===== src/rtl/dac_sample_gen.sv =====
// Rate-divided 16-bit phase accumulator mapped to one of four waveforms and
// offered to the SPI DAC serializer through a single valid/ready holding register.
module dac_sample_gen #(
  parameter int DATA_W = 16,
  parameter int DIV_W  = 16
) (
  input  logic              clk,
  input  logic              rst,
  input  logic              enable,
  input  logic [1:0]        wave_sel,
  input  logic [DATA_W-1:0] phase_inc,
  input  logic [DIV_W-1:0]  rate_div,
  output logic [DATA_W-1:0] sample_data,
  output logic              sample_valid,
  input  logic              sample_ready,
  output logic              overrun
);

  typedef enum logic [1:0] {
    WAVE_SAW = 2'b00,
    WAVE_TRI = 2'b01,
    WAVE_SQR = 2'b10,
    WAVE_MID = 2'b11
  } wave_e;

  logic [DATA_W-1:0] phase;
  logic [DATA_W-1:0] wave;
  logic [DIV_W-1:0]  div_cnt;
  logic              enable_d;
  logic              restart;
  logic              tick;
  logic              slot_free;

  assign restart   = enable & ~enable_d;
  // >= (not ==) so a rate_div lowered below the running count ticks at once
  assign tick      = enable & ~restart & (div_cnt >= rate_div);
  assign slot_free = ~sample_valid | sample_ready;

  always_comb begin
    wave = phase;
    case (wave_e'(wave_sel))
      WAVE_SAW: wave = phase;
      WAVE_TRI: wave = {phase[DATA_W-2:0], 1'b0} ^ {DATA_W{phase[DATA_W-1]}};
      WAVE_SQR: wave = {DATA_W{phase[DATA_W-1]}};
      WAVE_MID: wave = {1'b1, {(DATA_W-1){1'b0}}};
      default:  wave = phase;
    endcase
  end

  always_ff @(posedge clk or posedge rst) begin
    if (rst) begin
      phase        <= '0;
      div_cnt      <= '0;
      enable_d     <= 1'b0;
      sample_data  <= '0;
      sample_valid <= 1'b0;
      overrun      <= 1'b0;
    end else begin
      enable_d <= enable;
      if (restart) begin
        phase        <= '0;
        div_cnt      <= '0;
        sample_valid <= 1'b0;
        overrun      <= 1'b0;
      end else begin
        if (enable) begin
          div_cnt <= tick ? '0 : div_cnt + 1'b1;
        end
        // a tick either reloads the holding register (covering a same-cycle
        // transfer) or drops its sample; otherwise a transfer empties it
        if (tick) begin
          phase <= phase + phase_inc;
          if (slot_free) begin
            sample_data  <= wave;
            sample_valid <= 1'b1;
          end else begin
            overrun <= 1'b1;
          end
        end else if (sample_valid && sample_ready) begin
          sample_valid <= 1'b0;
        end
      end
    end
  end

endmodule


===== config.mk =====
export PLATFORM = sky130hd
export DESIGN_NAME = dac_sample_gen
export DESIGN_NICKNAME = d
export VERILOG_FILES = /design/src/rtl/dac_sample_gen.sv
export SDC_FILE = /design/constraint.sdc
export NUM_CORES = 1
export LEC_CHECK = 0
export BUFFER_PORTS_ARGS = -buffer_cell sky130_fd_sc_hd__buf_4
export CAP_MARGIN = 5
export CORE_MARGIN = 2
export CORE_UTILIZATION = 55
export DETAILED_ROUTE_END_ITERATION = 10
export GPL_TIMING_DRIVEN = 1
export HOLD_SLACK_MARGIN = 0.12
export PLACE_DENSITY = 0.79
export SYNTH_ARGS = -nofsm -noshare
export SYNTH_HDL_FRONTEND = slang
export SYNTH_SLANG_ARGS = --single-unit

===== constraint.sdc =====
create_clock -name clk -period 5.6 [get_ports clk]
set_input_delay 1.12 -clock clk [delete_from_list [all_inputs] [get_ports clk]]
set_output_delay 1.12 -clock clk [all_outputs]
set_load 0.05 [all_outputs]

-- Word-level counts from Yosys, hierarchy flattened
Cells that the tools add are included.
- reduce and logical (&&, ||, !) cells: 8
- add/sub/neg operators: 2
- bitwise operators: 8
- equal/unequal tests: 5
- mux-type cells: 13
- $lt $le $gt $ge: 1
- operator list (operator ; number):
    $mux W16 ; 5
    $pmux W16 S4 ; 1
    $add A16 B1 Y16 const B ; 1
    $add A16 B16 Y16 ; 1
    $ge A16 B16 Y1 ; 1
    $xor A16 B16 Y16 ; 1
    $mux W1 ; 7
    $eq A2 B2 Y1 const B ; 2
    $reduce_and A2 Y1 ; 2
    $reduce_bool A2 Y1 ; 2
    $and A1 B1 Y1 ; 3
    $ne A3 B2 Y1 const B ; 1
    $not A1 Y1 ; 3
    $reduce_and A3 Y1 ; 1
    $reduce_bool A3 Y1 ; 1
    $eq A2 B1 Y1 const B ; 1
    $logic_not A2 Y1 ; 1
    $ne A2 B2 Y1 const B ; 1
    $logic_and A1 B1 Y1 ; 1
    $or A1 B1 Y1 ; 1
- input bits: 38
- output and inout port bits: 18
- register bits after elaboration: 51
- logic and storage cells: 43

-- Longest topological paths before layout
Gate-level depths: netlist of the first run.
- depth in word-level cells: 8
- depth in mapped cells: 10

-- Worst setup path before layout of the first run
No wires, ideal clock.
- path kind: input to register
- start point: in phase_inc[0]
- end point: reg phase[14]
- path buffers: 0
- data arrival time: 2.812 ns
- library setup time: 0.132 ns
- required time: 5.468 ns
- slack: 2.655 ns
- stages on the path: 9
- path through: ha_1 fa_1 a21oi_1 o211ai_1 a31oi_1 o31ai_1 a21oi_1 xor2_1 o21ai_1
- cells in the longest elaborated chain, start to end: 3
- ends and longest elaborated chain (item ; RTL line ; source):
    from (decl) ; 11 ; input logic [DATA_W-1:0] phase_inc,
    $add A16 B16 Y16 ; 72 ; phase <= phase + phase_inc;
    $mux W16 ; 71 ; if (tick) begin
    $mux W16 ; 60 ; if (restart) begin
    to (signal assigned) ; 72 ;
    to (decl) ; 26 ; logic [DATA_W-1:0] phase;
No other way between the ends. The select of a mux whose other input is x is not followed.
A chain may end at the register's enable or synchronous reset.

-- Final worst setup path of the first run
- start point: in rate_div[13]
- end point: reg sample_data[1]
- cells in the longest elaborated chain, start to end: 3
- ends and longest elaborated chain (item ; RTL line ; source):
    from (decl) ; 12 ; input logic [DIV_W-1:0] rate_div,
    $ge A16 B16 Y1 ; 36 ; assign tick = enable & ~restart & (div_cnt >= rate_div);
    $and A1 B1 Y1 ; 36 ;
    $reduce_and A3 Y1 (no source line) ; -- ;
    to (signal assigned) ; 74 ; sample_data <= wave;
    to (decl) ; 13 ; output logic [DATA_W-1:0] sample_data,
No other way between the ends.

==> impl_metrics.ini, run 1 <==
[status]
status = finished clean

[pwr]
total_power_mw = 0.6810
comb_power_share = 0.141
leakagePower_nw = 1.960
powerDensity_nw_per_um2 = 166.2
peakVddDrop_uv = 92.11
p_int_mw = 0.5032
netSwitchingFraction = 0.2611
p_clk_frac = 0.299
switchingPower_mw = 0.1778
seq_power_share = 0.560

[cts]
hold_buffers = 0
clockBufferDepth = 2
clk_root_buffer_cell = clkbuf_8
cts_tree = done
cts_num_sinks = 51
clk_latency_ns = 0.31
cts.reportedPaths.clkPinSlew_ns = 0.09
htree_levels = 2
cts_resized = 0
cts_setup_buffers = 0
numCtsBuffers = 5

[sta]
maxSlewHeadroom = 0.3143
fin_skew_ns = 0.01112
worst_slack_ns = 2.259
hold_viol_final = 0
fin_setup_tns_ns = 0
max_freq_mhz = 299.3
min_period_ns = 3.341
fin_crit_sh = 0.5966
slew_viol_final = 0
tightest_slew_ns = 1.027
setup_viol = 0
rsz0062_at_grt = no

[final_layout]
multi_input_area_um2 = 2112
fillers = 539
final_cell_mix = buf_4 (56), dfrtp_1 (51), nor2_1 (36)
drive_gt1_frac = 0.1623
antenna_cells = 0
area_growth_pct = 14.43
nNetsFinal = 526
final_common_cell = buf_4
ff_latch_area_um2 = 1276

[floorplanning]
die_area_um2 = 7175
start_util = 0.5674
die_y_um = 84.71
num_io_pins = 56
core_area_um2 = 6314
row_count = 29
die_width_um = 84.71

[synth]
synthAdderAreaFrac = 0.1174
syn_avg_cell_area_um2 = 8.737
synth-seq-cells = 51
synth-compound-area-share = 0.2473
ys_seq_area_frac = 0.3563
yosys.area.top_type_share = 0.3563
synth_xor_area_frac = 0.05868
syn-cell-area_um2 = 3582
syn_inst = 410
synth.distinct_cells = 48
synth_top_family_by_area = compound AO/OA/AOI/OAI gates
syn-num-nets = 481
muxShareOfSynthArea = 0.006986
yosysTopAreaCell = dfrtp_1
ys_warn_count = 0
synth_top_cells_by_area = dfrtp_1 (36%), ha_1 (11%), xor2_1 (4.6%)
synth_simple_gate_area_frac = 0.1593

[setup_path]
critPathLaunchType = primary input
cp_data_arrival_time_ns = 3.55
end_kind = flop
required_ns = 5.81
crit_type = primary input to flop
critPathMaxFanout = 32

[global_route]
antenna_found_initial = 0
grt_pass1_vias = 2996
grt_usage = 0.2289
grt_pass1_wl_um = 13580
grt_max_degree = 52
grt_overflow = 0

[drt]
vias = 3065
wire_per_inst_um = 14.47
via_per_inst = 5.750
ant_nets = 0
wl_um = 7713
drc_errors = 0
dr.pass1.iters = 4
dr.first_iter.drc_count = 218

[placed_design]
dp_hpwl_um = 5840
place_congestion = 0.8532
pre_cts_ws_ns = 1.906
port_buffers = 55

[hold_path]
min_path_type = flop to flop

[run]
maxCapViolCount = 0
==> routing by layer <==
layer  routed length [µm]  vias up  global-route usage
li1                     -     1534                   -
met1                 3658     1455              0.3283
met2                 3545       66              0.3622
met3                  388       10             0.03441
met4                  121        0             0.06638
met5                    0        -                   0
==> registers in the layout (all words and copies together), names as in the netlist <==
signal,flops
div_cnt,16
sample_valid,1
sample_data,16
enable_d,1
overrun,1
phase,16
==> synth_stat cells, drive strengths merged <==
cell type and instances:
a2111oi 1, a211o 1, a211oi 5, a21o 2, a21oi 35, a22oi 1
a2bb2oi 3, a31o 1, a31oi 1, a32o 1, and2 1, and2b 1
and3 3, and4 1, buf 7, clkbuf 11, dfrtp 51, fa 1
ha 32, inv 30, mux2 1, mux2i 1, nand2 25, nand2b 5
nand3 21, nand4 4, nor2 36, nor2b 16, nor3 3, nor3b 2
o211ai 17, o21a 15, o21ai 39, o21bai 2, o221ai 1, o22ai 6
o31a 1, o31ai 2, xnor2 5, xor2 19
==> metrics by stage <==
step | hold slack (ns) | utilization | cell area [µm²] | cells
floorplan | 0.5085 | - | 3582 | 410
global placement | 0.4767 | 0.6363 | 4018 | 525
detailed placement | 0.4823 | 0.6363 | 4018 | 525
CTS | 0.5035 | 0.6492 | 4099 | 533
global route | 0.5313 | 0.6492 | 4099 | 533
finish | 0.4988 | 0.6492 | 4099 | 533
==> power groups by stage <==
stage,registers [mW],logic [mW],clock network (mW)
after floorplan,0.388,0.0608,0
after detailed placement,0.389,0.0965,0
after global routing,0.383,0.110,0.221
final,0.381,0.0958,0.204
after CTS,0.381,0.0970,0.208
after global placement,0.388,0.0934,0
==> final timing paths <==
kind,start,slack [ns],to,cells after the start
setup / recovery,rate_div[13],2.26,sample_data[1],11
max in group asynchronous,rst,3.90,overrun,2
hold reg to reg,sample_data[8],0.50,sample_data[8],1
min in group asynchronous,rst,1.06,sample_data[4],2
hold / removal,sample_data[8],0.50,sample_data[8],1
setup reg to reg,div_cnt[13],2.72,sample_data[1],9
==> worst max-delay path, stage by stage <==
cell	delay [ns]
buf_4	0.08
inv_1	0.03
ha_1	0.30
nand4_2	0.16
a2111oi_4	0.38
and2b_1	0.19
a21oi_2	0.06
buf_4	0.23
a21oi_4	0.63
o211ai_1	0.21
o21a_1	0.16
==> final cells by class <==
cell class                 count  area share
inverter                      30     0.02747
sequential                    51      0.3114
multi-input combinational    311      0.5153
clock inverter                 1    0.001221
tap                           77     0.02350
timing repair buffer          56      0.1026
clock buffer                   7     0.01862
==> cell families after synthesis <==
kind of cell             count (synthesis)
AND/OR/NAND/NOR                        118
AO/OA/AOI/OAI                          134
XOR/XNOR                                24
adder cells (fa/ha/maj)                 33
buffers and inverters                   48
flip-flops                              51
multiplexers                             2
Power figures use the tool's default switching activity.
==> run 2: changes to the inputs <==
--- a/config.mk
+++ b/config.mk
@@ -8,11 +8,11 @@
 export BUFFER_PORTS_ARGS = -buffer_cell sky130_fd_sc_hd__buf_4
 export CAP_MARGIN = 5
 export CORE_MARGIN = 2
-export CORE_UTILIZATION = 55
+export CORE_UTILIZATION = 52
 export DETAILED_ROUTE_END_ITERATION = 10
 export GPL_TIMING_DRIVEN = 1
 export HOLD_SLACK_MARGIN = 0.12
-export PLACE_DENSITY = 0.79
+export PLACE_DENSITY = 0.78
 export SYNTH_ARGS = -nofsm -noshare
 export SYNTH_HDL_FRONTEND = slang
 export SYNTH_SLANG_ARGS = --single-unit
==> constraint.sdc (replaced) <==
create_clock -name clk -period 2.7 [get_ports clk]
set_input_delay 0.54 -clock clk [delete_from_list [all_inputs] [get_ports clk]]
set_output_delay 0.54 -clock clk [all_outputs]
set_load 0.05 [all_outputs]
==> run 2 against run 1 <==
Compared with the run above:
- clock-buffer cell count is the same
- utilization down 3.1 points
- cell area increased by 1.3%
- first-iteration DRC count shrank 12%
- setup slack got worse by 2.0 ns
- via count about the same
- critical endpoint is now phase[14]
==> impl_metrics.ini, run 2 (synthesis results as in run 1) <==
[status]
status = finished clean

[placed_design]
place_congestion = 0.8467
dpl-instance-area_um2 = 4064
dp.cells = 532
dp_hpwl_um = 5788
port_buffers = 55

[drt]
wl_um = 7620
dr.first_iter.drc_count = 191
vias = 3066
ant_nets = 0
dr.pass1.iters = 4
drc_errors = 0
via_per_inst = 5.678
wire_per_inst_um = 14.11

[run]
maxCapViolCount = 0

[setup_path]
max_stage_delay_ns = 0.45
end_kind = flop
critPathLaunchType = flop
crit_chain = ha_1 -> fa_1 -> a21oi_1 -> o211ai_1 -> a31oi_2 -> o31ai_1 -> a21oi_1 -> xor2_1 -> o21ai_1
required_ns = 2.89
critPathMaxFanout = 5
r2r_slack_ns = 0.21
slowest_stage = dfrtp_1
cp_data_arrival_time_ns = 2.67
cpMostUsedCell = a21oi_1
cpLargestDelayFamily = compound AO/OA/AOI/OAI gates
crit_buf_inv = 0
crit_type = flop to flop

[cts]
cts_setup_buffers = 0
cts_num_sinks = 51
clk_latency_ns = 0.30
clockBufferDepth = 2
cts_tree = done
clk_root_buffer_cell = clkbuf_8
cts.reportedPaths.clkPinSlew_ns = 0.09
htree_levels = 2
numCtsBuffers = 5

[final_layout]
nNetsFinal = 530
fin_area_um2 = 4151
area_growth_pct = 15.89
top_regs = div_cnt x16, phase x16, sample_data x16
antenna_cells = 0
fillers = 586
fin_cells = 540
drive_gt1_frac = 0.1717
final_common_cell = buf_4
final_cell_mix = buf_4 (59), dfrtp_1 (51), nor2_1 (36)

[floorplanning]
num_io_pins = 56
core_area_um2 = 6719
die_y_um = 87
die_area_um2 = 7569
row_count = 30
die_width_um = 87
start_util = 0.5331

[sta]
max_freq_mhz = 402.4
fin_skew_ns = 0.003034
slew_viol_final = 0
tightest_slew_ns = 0.8218
maxSlewHeadroom = 0.4510
min_period_ns = 2.485
rsz0062_at_grt = no
fin_crit_sh = 0.9204
hold_viol_final = 0
setup_viol = 0

[pwr]
total_power_mw = 1.413
peakVddDrop_uv = 281.1
leakagePower_nw = 1.982
powerDensity_nw_per_um2 = 340.4

[global_route]
grt_max_degree = 52
grt_overflow = 0
grt_pass1_vias = 2731
grt_usage = 0.2070
antenna_found_initial = 0
grt_pass1_wl_um = 12630

[hold_path]
min_path_type = primary input to async pin
[run 2: cell count changes in the layout (fill, tap and decap cells not counted)]
cell / delta
a31oi_1: -1
a31oi_2: +1
buf_12: +1
buf_4: +3
[run 2: final cells by class]
type,count,area (µm²),share of cell area
flip-flops and latches,51,1276,0.3074
clock buffers,7,76.32,0.01838
multi-input cells,311,2118,0.5102
repair buffers,60,462.9,0.1115
inverters,30,112.6,0.02712
clock inverters,1,5.005,0.001206
well taps,80,100.1,0.02411
[run 2: final timing paths]
kind	start	endpoint	cells after the start
worst max-delay path	phase[0]	phase[14]	9
worst min-delay path	rst	sample_data[6]	3
worst max register to register	phase[0]	phase[14]	9
worst min register to register	sample_data[2]	sample_data[2]	1
max in group asynchronous	rst	sample_data[7]	3
min in group clk	enable	enable_d	1
[run 2: repair_timing]
action / CTS / global route
resized for setup: 0 / 1
setup endpoints to repair: 0 / 1
hold buffers: 0 / 0
[run 2: worst register-to-register path, stage by stage, from the launching register on]
cell and delay (ns):
dfrtp_1 0.45, ha_1 0.25, fa_1 0.41, a21oi_1 0.26, o211ai_1 0.19, a31oi_2 0.30
o31ai_1 0.10, a21oi_1 0.18, xor2_1 0.17, o21ai_1 0.07
[run 2: routing by layer]
layer,part of all wire,vias to the layer above,global-route usage,wire (µm)
li1,-,1549,-,-
met1,0.49,1429,0.3098,3704
met2,0.45,81,0.3206,3463
met3,0.050,7,0.03033,383
met4,0.0089,0,0.03977,68
met5,0,-,0,0
[run 2: per-stage QoR]
stage               setup TNS, ns    util  hold slack (ns)  setup WS (ns)
global placement                0  0.6048           0.4751        0.07542
CTS                             0  0.6169           0.4221         0.1830
floorplan                       0       -           0.5085         0.3354
finish                          0  0.6179           0.3903         0.2148
global route                    0  0.6179           0.4486        0.04850
detailed placement       -0.02299  0.6048           0.4807       -0.02299
[run 2: power breakdown]
part / leakage, nW / total (mW) / internal, mW / switching [mW]
Sequential: 0.702 / 0.793 / 0.775 / 0.0177
Combinational: 1.24 / 0.202 / 0.0880 / 0.114
Clock: 0.0422 / 0.419 / 0.182 / 0.236
Total: 1.98 / 1.41 / 1.05 / 0.368
==> run 3: changes to the inputs <==
--- a/config.mk
+++ b/config.mk
@@ -5,7 +5,7 @@
 export SDC_FILE = /design/constraint.sdc
 export NUM_CORES = 1
 export LEC_CHECK = 0
-export BUFFER_PORTS_ARGS = -buffer_cell sky130_fd_sc_hd__buf_4
+export BUFFER_PORTS_ARGS = -buffer_cell sky130_fd_sc_hd__buf_2
 export CAP_MARGIN = 5
 export CORE_MARGIN = 2
 export CORE_UTILIZATION = 52
==> constraint.sdc (replaced) <==
create_clock -name clk -period 2.7 [get_ports clk]
set_input_delay 0.54 -clock clk [delete_from_list [all_inputs] [get_ports clk]]
set_output_delay 0.54 -clock clk [all_outputs]
set_load 0.02 [all_outputs]
==> run 3 against run 2 <==
Compared with the run above:
- clock-buffer cell count down 1
- critical path depth unchanged
- maximum frequency up 0.19%
- clock power up 4.8%
- clock skew up 0.0048 ns
- power up 0.30%
- global-route usage up 0.74 points
- hold slack better by 0.0022 ns
- non-clock buffer count up 1
- wire length up 0.50%
- sequential power about the same
- critical path type unchanged
- critical endpoint unchanged
- largest cell class unchanged
- highest routed layer unchanged
==> impl_metrics.ini, run 3 (synthesis results as in run 1) <==
[global_route]
grt_pass1_vias = 2839
grt_overflow = 0
grt_pass1_wl_um = 13210
grt_max_degree = 52
antenna_found_initial = 0
grt_usage = 0.2145

[drt]
wire_per_inst_um = 14.18
dr.pass1.iters = 4
ant_nets = 0
dr.first_iter.drc_count = 153
drc_errors = 0
via_per_inst = 5.639
wl_um = 7658
vias = 3045

[cts]
clockBufferDepth = 2
clk_latency_ns = 0.30
htree_levels = 2
cts.reportedPaths.clkPinSlew_ns = 0.09
cts_tree = done
numCtsBuffers = 5
cts_setup_buffers = 0
hold_buffers = 0
cts_num_sinks = 51
cts_resized = 0
clk_root_buffer_cell = clkbuf_8

[setup_path]
cp_data_arrival_time_ns = 2.67
critPathMaxFanout = 5
critPathLaunchType = flop
required_ns = 2.89
crit_type = flop to flop
end_kind = flop

[final_layout]
final_common_cell = buf_2
drive_gt1_frac = 0.1761
final_cell_mix = buf_2 (55), dfrtp_1 (51), nor2_1 (36)
area_growth_pct = 12.43
nNetsFinal = 531
fillers = 581
antenna_cells = 0
top_regs = div_cnt x16, phase x16, sample_data x16

[pwr]
leakagePower_nw = 1.960
peakVddDrop_uv = 211.6
powerDensity_nw_per_um2 = 352.0

[sta]
hold_viol_final = 0
setup_viol = 0
maxSlewHeadroom = 0.5811
rsz0062_at_grt = no
fin_setup_tns_ns = 0
max_freq_mhz = 403.2
min_period_ns = 2.480
fin_crit_sh = 0.9187
worst_slack_ns = 0.2195
tightest_slew_ns = 0.6284
fin_skew_ns = 0.007875
slew_viol_final = 0

[status]
status = finished clean

[floorplanning]
num_io_pins = 56
row_count = 30
core_area_um2 = 6719
die_y_um = 87
die_width_um = 87
start_util = 0.5331
die_area_um2 = 7569

[hold_path]
min_path_type = primary input to async pin

[run]
maxCapViolCount = 0

[placed_design]
port_buffers = 55
pre_cts_ws_ns = 0.03371
place_congestion = 0.8659
dp_hpwl_um = 5833
run 3: cell count changes in the layout (fill, tap and decap cells not counted):
cell      change
buf_4        -54
buf_2        +55
clkbuf_8      +1
clkbuf_1      -2
run 3: power breakdown:
part / internal, mW / switching, mW / total [mW]
registers: 0.775 / 0.0171 / 0.792
clock network: 0.202 / 0.237 / 0.439
logic: 0.0739 / 0.113 / 0.187
total: 1.05 / 0.367 / 1.42
run 3: path summary, 6_finish.rpt:
check	startpoint	end	slack, ns	cells after the start
max in group asynchronous	rst	div_cnt[15]	1.88	3
hold reg to reg	sample_data[6]	sample_data[6]	0.49	1
setup / recovery	phase[0]	phase[14]	0.22	9
hold / removal	rst	sample_data[2]	0.39	3
setup reg to reg	phase[0]	phase[14]	0.22	9
min in group clk	sample_data[6]	sample_data[6]	0.49	1
run 3: per-layer routing:
| layer | part of all wire | track usage |
|---|---|---|
| met1 | 0.49 | 0.3221 |
| met2 | 0.45 | 0.3289 |
| met3 | 0.042 | 0.03318 |
| met4 | 0.013 | 0.04261 |
| met5 | 0 | 0 |
run 3: layout make-up:
cell class                      instances  area (µm²)  share of cell area
Timing Repair Buffer                   61       332.8             0.08263
Clock buffer                            6       82.58             0.02050
Sequential cell                        51        1276              0.3169
Inverter                               30       112.6             0.02796
Clock inverter                          1       5.005            0.001243
Multi-Input combinational cell        311        2118              0.5259
Tap cell                               80       100.1             0.02485
run 3: worst max-delay path, cell delays in order, from the launching register on:
cell      delay, ns
dfrtp_1        0.46
ha_1           0.26
fa_1           0.40
a21oi_1        0.25
o211ai_1       0.18
a31oi_2        0.31
o31ai_1        0.10
a21oi_1        0.18
xor2_1         0.16
o21ai_1        0.07
run 3: per-stage QoR:
step / cell area, µm² / hold WS (ns) / power [mW] / std cells / utilization
after floorplan: 3582 / 0.5085 / 0.9295 / 410 / -
after global placement: 3934 / 0.4675 / 0.9854 / 533 / 0.5855
after detailed placement: 3934 / 0.4749 / 0.9941 / 533 / 0.5855
after CTS: 4021 / 0.4143 / 1.431 / 540 / 0.5985
after global routing: 4028 / 0.4452 / 1.493 / 540 / 0.5994
final: 4028 / 0.3925 / 1.418 / 540 / 0.5994
